$ cat src/rtl/sipo_deser.sv
// Serial-in/parallel-out deserializer: words appear on po 1 cycle after the Nth valid bit.
// Backpressure: a word completing while po is held (po_valid & !po_ready) is dropped and flags overrun.
module sipo_deser #(
  parameter int N         = 8,
  parameter bit MSB_FIRST = 1'b1,
  localparam int CW       = $clog2(N)
) (
  input  logic          clk,
  input  logic          reset,
  input  logic          si,
  input  logic          si_valid,
  input  logic          clear,
  output logic [N-1:0]  po,
  output logic          po_valid,
  input  logic          po_ready,
  output logic [CW-1:0] bit_cnt,
  output logic          overrun
);

  logic [N-1:0]  sh_q, sh_d, sh_shift;
  logic [CW-1:0] cnt_q, cnt_d;
  logic [N-1:0]  po_q, po_d;
  logic          po_valid_q, po_valid_d;
  logic          overrun_q, overrun_d;
  logic          sample, complete, load, accept;

  assign sample   = si_valid && !clear;
  assign sh_shift = MSB_FIRST ? {sh_q[N-2:0], si} : {si, sh_q[N-1:1]};
  assign complete = sample && (cnt_q == CW'(N-1));
  assign accept   = po_valid_q && po_ready;
  // A completing word may replace the buffered one only if that one leaves this cycle.
  assign load     = complete && (!po_valid_q || po_ready);

  always_comb begin
    sh_d       = sh_q;
    cnt_d      = cnt_q;
    po_d       = po_q;
    po_valid_d = po_valid_q;
    overrun_d  = overrun_q;

    if (clear) begin
      sh_d      = '0;
      cnt_d     = '0;
      overrun_d = 1'b0;
    end else if (sample) begin
      sh_d  = sh_shift;
      cnt_d = complete ? '0 : cnt_q + CW'(1);
    end

    if (load) begin
      po_d       = sh_shift;
      po_valid_d = 1'b1;
    end else if (accept) begin
      po_valid_d = 1'b0;
    end

    if (complete && po_valid_q && !po_ready) begin
      overrun_d = 1'b1;
    end
  end

  always_ff @(posedge clk) begin
    if (reset) begin
      sh_q       <= '0;
      cnt_q      <= '0;
      po_q       <= '0;
      po_valid_q <= 1'b0;
      overrun_q  <= 1'b0;
    end else begin
      sh_q       <= sh_d;
      cnt_q      <= cnt_d;
      po_q       <= po_d;
      po_valid_q <= po_valid_d;
      overrun_q  <= overrun_d;
    end
  end

  assign po       = po_q;
  assign po_valid = po_valid_q;
  assign bit_cnt  = cnt_q;
  assign overrun  = overrun_q;

endmodule

$ cat config.mk
export PLATFORM = sky130hd
export DESIGN_NAME = sipo_deser
export DESIGN_NICKNAME = d
export VERILOG_FILES = /design/src/rtl/sipo_deser.sv
export SDC_FILE = /design/constraint.sdc
export NUM_CORES = 1
export LEC_CHECK = 0
export CORE_MARGIN = 3
export CORE_UTILIZATION = 47
export CTS_CLUSTER_DIAMETER = 100
export DETAILED_ROUTE_END_ITERATION = 8
export PLACE_DENSITY = 0.76
export RECOVER_POWER = 100
export SYNTH_ARGS = -nofsm -noshare
export SYNTH_HDL_FRONTEND = slang
export SYNTH_SLANG_ARGS = --single-unit
$ cat constraint.sdc
create_clock -name clk -period 1.5 [get_ports clk]
set_input_delay 0.45 -clock clk [delete_from_list [all_inputs] [get_ports clk]]
set_output_delay 0.45 -clock clk [all_outputs]
set_load 0.02 [all_outputs]
Word level (Yosys, flattened, before mapping):

Index checks and enable logic that the tools add are counted.

* add/sub/neg operators: 1
* equality and inequality tests: 1
* muxes and demuxes: 5
* reduce and logical (&&, ||, !) cells: 13

Operators by type and width (number)
* $logic_and 1x1->1: 6
* $mux 1: 4
* $reduce_bool 2->1: 2
* $add 3x1->3 const B: 1
* $eq 3x3->1 const B: 1
* $logic_not 1->1: 3
* $mux 3: 1
* $reduce_or 2->1: 1
* $logic_or 1x1->1: 1

* register bits: 20
* output and inout bits: 13
* word-level logic and storage cells: 25

Depth between registers and ports, before layout:

Gate-level depths: netlist of the first run.

* word-level depth: 6
* depth in mapped cells: 5

Worst setup path after synthesis of the first run:

Ideal clock, no wire load.

* path type: reg2reg
* start point: reg cnt_q[0] (netlist: bit_cnt[0])
* end point: reg po_q[0] (netlist: po[0])
* library setup time: 0.072 ns
* arrival: 1.464 ns
* data required time: 1.428 ns
* slack: -0.035 ns
* cell stages (with the launch flop): 6
* buffers on the path: 0
* clock period less this slack: 1.535 ns
* cells stage by stage: dfxtp_1 ha_1 ha_1 nand2_2 nor3_4 mux2i_1

* longest elaborated chain between the ends: 3

RTL lines
* start, declared: line 21 `logic [CW-1:0] cnt_q, cnt_d;`
* start signal, assigned: line 71 `cnt_q <= cnt_d;`
* $eq 3x3->1: line 29 `assign complete = sample && (cnt_q == CW'(N-1));`
* $logic_and 1x1->1: line 29
* $logic_and 1x1->1: line 32 `assign load = complete && (!po_valid_q || po_ready);`
* end signal, assigned: line 72 `po_q <= po_d;`
* end, declared: line 22 `logic [N-1:0] po_q, po_d;`

No other way between the ends.
A chain may end at the register's enable or synchronous reset.

Final worst setup path of the first run:

* start point: reg cnt_q[0] (netlist: bit_cnt[0])
* end point: out bit_cnt[0]

RTL lines
* end, declared: line 16 `output logic [CW-1:0] bit_cnt,`

No word-level cell between the ends.

==> results of run 1 <==
==> registers in the layout, summed over array words and instances, names as in the netlist <==
signal / count
bit_cnt: 3
overrun: 1
po: 8
po_valid: 1
sh_q: 7
==> through the flow <==
stage	setup slack (ns)	total power, mW
4_1_cts	0.0255	0.911
2_1_floorplan	0.00565	0.578
5_1_grt	0.00100	0.934
6_report	0.0372	0.902
3_5_place_dp	-0.171	0.607
3_3_place_gp	-0.137	0.606
==> placed cells by master, fill, tap and decap left out, drive strengths merged, types with 2 or more instances in the layout <==
cell and instances:
or2b 7, mux2i 17, nor2 12, clkdlybuf4s50 4, clkbuf 4, dlygate4sd2 13
ha 2, nand2b 10, buf 5, dfxtp 20
==> per-layer routing <==
layer / global-route usage [%] / share of wire, % / vias up
met4: 8.06 / 0.96 / 0
met1: 18.7 / 48 / 258
li1: - / - / 309
met2: 23.2 / 47 / 11
met3: 2.58 / 4.0 / 2
met5: 0 / 0 / -
==> worst max path at each step <==
stage	from	to	slack (ns)	cells after the start
global placement	si_valid	po[5]	-0.14	5
floorplan	bit_cnt[1]	po[0]	0.006	5
global route	bit_cnt[0]	bit_cnt[0]	0.001	1
finish	bit_cnt[0]	bit_cnt[0]	0.04	1
detailed placement	si_valid	po[3]	-0.17	5
CTS	bit_cnt[0]	bit_cnt[0]	0.03	1
==> cells in the mapped netlist, drive strengths merged (2+ instances only) <==
| master | instances | share of area [%] |
|---|---|---|
| buf | 2 | 1.2 |
| nor2 | 12 | 5.4 |
| ha | 2 | 3.0 |
| mux2i | 17 | 20 |
| or2b | 7 | 6.3 |
| dfxtp | 20 | 48 |
| nand2b | 10 | 7.5 |
==> kinds of logic after synthesis <==
logic type,count (synthesis),share of synthesized area (%)
buffers and inverters,3,1.65
adder cells (fa/ha/maj),2,2.99
AND/OR/NAND/NOR,34,24.6
multiplexers,17,20.4
flip-flops,20,47.9
AO/OA/AOI/OAI,3,2.54
==> final cells by class <==
cell class                 count  area [um2]
multi-input combinational     56         419
fill                         126         489
clock buffer                   4        36.3
timing repair buffer          23         214
tap                           24        30.0
sequential                    20         405
==> power by group through the flow <==
stage | clock network [mW] | logic (mW) | registers (mW)
after floorplan | 0 | 0.0284 | 0.549
after global routing | 0.336 | 0.0614 | 0.536
final | 0.310 | 0.0563 | 0.536
after detailed placement | 0 | 0.0589 | 0.548
after global placement | 0 | 0.0582 | 0.547
after CTS | 0.317 | 0.0578 | 0.536
==> flow_summary.json, run 1 <==
{
  "status": "completed",
  "wire_per_inst_um": 11.4,
  "min_period_ns": 1.46,
  "pwr-share-clk_pct": 34.4,
  "end_kind": "output port",
  "post-dp-hpwl_um": 1060,
  "portBuffers": 18,
  "peakVddDrop_mv": 0.637,
  "synth_edf_count": 0,
  "crit_arrival_ns": 1.01,
  "crit_slowest_cell": "dfxtp_4",
  "worstHoldEndpoint": "po[5]",
  "p_int_mw": 0.711,
  "dp_cells": 123,
  "reg2reg_depth": 6,
  "grt_pass1_wl_um": 2330,
  "hold_viol": 0,
  "wl_um": 1450,
  "start_util_pct": 52.4,
  "post_cts_buffers": 0,
  "area_growth_pct": 32.2,
  "critPathLaunchType": "flop",
  "combPwrFrac_pct": 6.2,
  "ant_nets": 0,
  "setup_tns_ns": 0,
  "path_buf_inv": 1,
  "slew_headroom_pct": 75.3,
  "clk_latency_ns": 0.30,
  "p_seq_share_pct": 59.4,
  "cts-buffers-inserted": 3,
  "drive_above_1_share_pct": 12.6,
  "r2r_end": "po[4]",
  "nNetsFinal": 112,
  "p_leak_nw": 0.474,
  "synth_cell_types": 16,
  "setup_viol": 0,
  "diodes": 0,
  "final_core_util_pct": 69.3,
  "grt_pass1_vias": 544,
  "die_w_um": 48.2,
  "hp-class": "reg2reg",
  "viasPerCell": 4.57,
  "maxCapViolCount": 0,
  "regToRegStartpoint": "bit_cnt[0]",
  "clk_pin_slew_ns": 0.11,
  "slew_viol_final": 0,
  "drc": 0,
  "cts_tree": "done",
  "cts_sinks": 20,
  "die_h_um": 48.2,
  "vias": 580,
  "swShare_pct": 21.2,
  "cp_top_family": "flip-flops",
  "globalplace.congestion": 0.660,
  "grt_overflow_total": 0,
  "io_pins": 19,
  "ys_async_sr_fraction_pct": 0,
  "cp_max_fo": 4,
  "ctsResizeCount": 13,
  "cts_hold_buf": 0,
  "ys_seq_elements": 20,
  "tightest_slew_ns": 0.370,
  "hp-start": "po[5]",
  "synth_fp_nets": 87,
  "power_density_mw_per_mm2": 816,
  "grt_max_degree": 18,
  "post-route-period-util_pct": 97.5,
  "final_cells": 127,
  "ff2ff_setup_slack_ns": 0.10,
  "core_mm2": 0.00159,
  "p_switching_mw": 0.191,
  "critical_path_class": "reg2out",
  "die_area_mm2": 0.00232,
  "htree_levels": 1,
  "syn_area_um2": 836,
  "dpl_cell_area_mm2": 0.00109,
  "whs_path_depth": 2,
  "timing.hold.ws_ns": 0.476,
  "max_stage_delay_ns": 0.38,
  "rsz0062_at_grt": "no",
  "ys.flop_type": "dfxtp_1",
  "grt_usage_pct": 14.6,
  "cts-root-buf": "clkbuf_4",
  "synth_cells": 79,
  "synth_area_per_cell_um2": 10.6,
  "max_freq_mhz": 684,
  "fin_area_mm2": 0.00110,
  "crit_required_ns": 1.05,
  "clock_path_buffers": 2,
  "yosysWarnings": 0,
  "drt_iter0_drc": 4,
  "ys_seq_area_share_pct": 47.9,
  "critical_path.cell_chain": "dlygate4sd2_1",
  "first_pass_iters": 2,
  "antenna_found_initial": 0,
  "core.rowCount": 14,
  "skew_ns": 0.00611
}
No activity file was read; power rests on OpenSTA's default activity.
==> run 2: changes to the inputs <==
--- a/config.mk
+++ b/config.mk
@@ -9,7 +9,7 @@
 export CORE_UTILIZATION = 47
 export CTS_CLUSTER_DIAMETER = 100
 export DETAILED_ROUTE_END_ITERATION = 8
-export PLACE_DENSITY = 0.76
+export PLACE_DENSITY = 0.85
 export RECOVER_POWER = 100
 export SYNTH_ARGS = -nofsm -noshare
 export SYNTH_HDL_FRONTEND = slang
==> flow_summary.json, run 2 (synthesized netlist as in run 1, its figures left out) <==
{
  "cts-buffers-inserted": 3,
  "hold_viol": 0,
  "htree_levels": 1,
  "skew_ns": 0.00392,
  "cts-root-buf": "clkbuf_4",
  "clock_path_buffers": 2,
  "wire_per_inst_um": 11.7,
  "antenna_found_initial": 0,
  "viasPerCell": 4.58,
  "drc": 0,
  "fin_ws_ns": 0.0503,
  "die_area_mm2": 0.00232,
  "nNetsFinal": 112,
  "diodes": 0,
  "critPathLaunchType": "flop",
  "grt_overflow_total": 0,
  "cp_max_fo": 4,
  "clk_latency_ns": 0.30,
  "setup_viol": 0,
  "timing.hold.ws_ns": 0.481,
  "cts_tree": "done",
  "die_w_um": 48.2,
  "largest_register_ffs": 8,
  "cts_sinks": 20,
  "tightest_slew_ns": 0.568,
  "first_pass_iters": 3,
  "crit_required_ns": 1.05,
  "post_cts_buffers": 0,
  "core.rowCount": 14,
  "grt_usage_pct": 14.2,
  "power_mw": 0.904,
  "start_util_pct": 52.4,
  "clk_pin_slew_ns": 0.11,
  "power_density_mw_per_mm2": 819,
  "area_growth_pct": 32.0,
  "drive_above_1_share_pct": 13.6,
  "final_core_util_pct": 69.2,
  "portBuffers": 18,
  "setup_tns_ns": 0,
  "crit_slowest_cell": "dfxtp_4",
  "hp-class": "reg2reg",
  "post-dp-hpwl_um": 1110,
  "p_leak_nw": 0.474,
  "io_pins": 19,
  "die_h_um": 48.2,
  "post-route-period-util_pct": 96.6,
  "place_ws_ns": -0.164,
  "maxCapViolCount": 0,
  "vias": 582,
  "dpl_cell_area_mm2": 0.00109,
  "grt_pass1_wl_um": 2310,
  "dp_cells": 123,
  "slew_headroom_pct": 62.1,
  "grt_pass1_vias": 555,
  "core_mm2": 0.00159,
  "globalplace.congestion": 0.737,
  "max_stage_delay_ns": 0.37,
  "layout_common_cells": "dfxtp_1, mux2i_1, nor2_1, dlygate4sd2_1, nand2b_1",
  "peakVddDrop_mv": 0.691,
  "critical_path.cell_chain": "dlygate4sd2_1",
  "crit_arrival_ns": 1.00,
  "critical_path_class": "reg2out",
  "final_cells": 127,
  "drt_iter0_drc": 3,
  "final_common_cell": "dfxtp_1",
  "fin_area_mm2": 0.00110,
  "ant_nets": 0,
  "slew_viol_final": 0,
  "min_period_ns": 1.45,
  "status": "completed",
  "cts_hold_buf": 0,
  "end_kind": "output port",
  "path_buf_inv": 1,
  "wl_um": 1490,
  "grt_max_degree": 18,
  "max_freq_mhz": 690,
  "cp_top_family": "flip-flops"
}
[run 2: repair_timing]
| action | in CTS | in global routing |
|---|---|---|
| pin swaps | 0 | 1 |
| resized for setup | 13 | 2 |
| setup endpoints to repair | 13 | 3 |
| hold endpoints to repair | 0 | 0 |
[run 2: area by class of cell]
cell class,instances,area [um2]
fillers,127,490
multi-input cells,56,417
flip-flops and latches,20,405
repair buffers,23,215
clock buffers,4,36.3
well taps,24,30.0
[run 2: worst reg2reg max path: stages (launching register included)]
cell and delay [ns]:
dfxtp_4 0.37, ha_1 0.15, ha_1 0.18, nand2_2 0.07, nor3_2 0.18, buf_12 0.17, mux2i_2 0.22
[run 2: power by group]
group          leakage, nW  internal (mW)  total [mW]  switching, mW
sequential           0.162          0.533       0.535        0.00240
clock               0.0210          0.148       0.313          0.165
combinational        0.291         0.0302      0.0561         0.0259
total                0.474          0.711       0.904          0.193
[run 2: per-layer routing]
metal	up-vias	share of wire, %	global-route usage (%)
met5	-	0	0
met4	0	1.3	4.84
met3	4	2.4	3.32
met2	10	47	22.4
met1	260	49	18.8
li1	308	-	-
[run 2: final timing paths]
| kind | from | endpoint | slack (ns) | depth (start not counted) |
|---|---|---|---|---|
| worst max-delay path | bit_cnt[0] | bit_cnt[0] | 0.05 | 1 |
| worst min-delay path | po[7] | po[7] | 0.48 | 2 |
| worst max register to register | bit_cnt[0] | po[5] | 0.10 | 6 |
| worst min register to register | po[7] | po[7] | 0.48 | 2 |
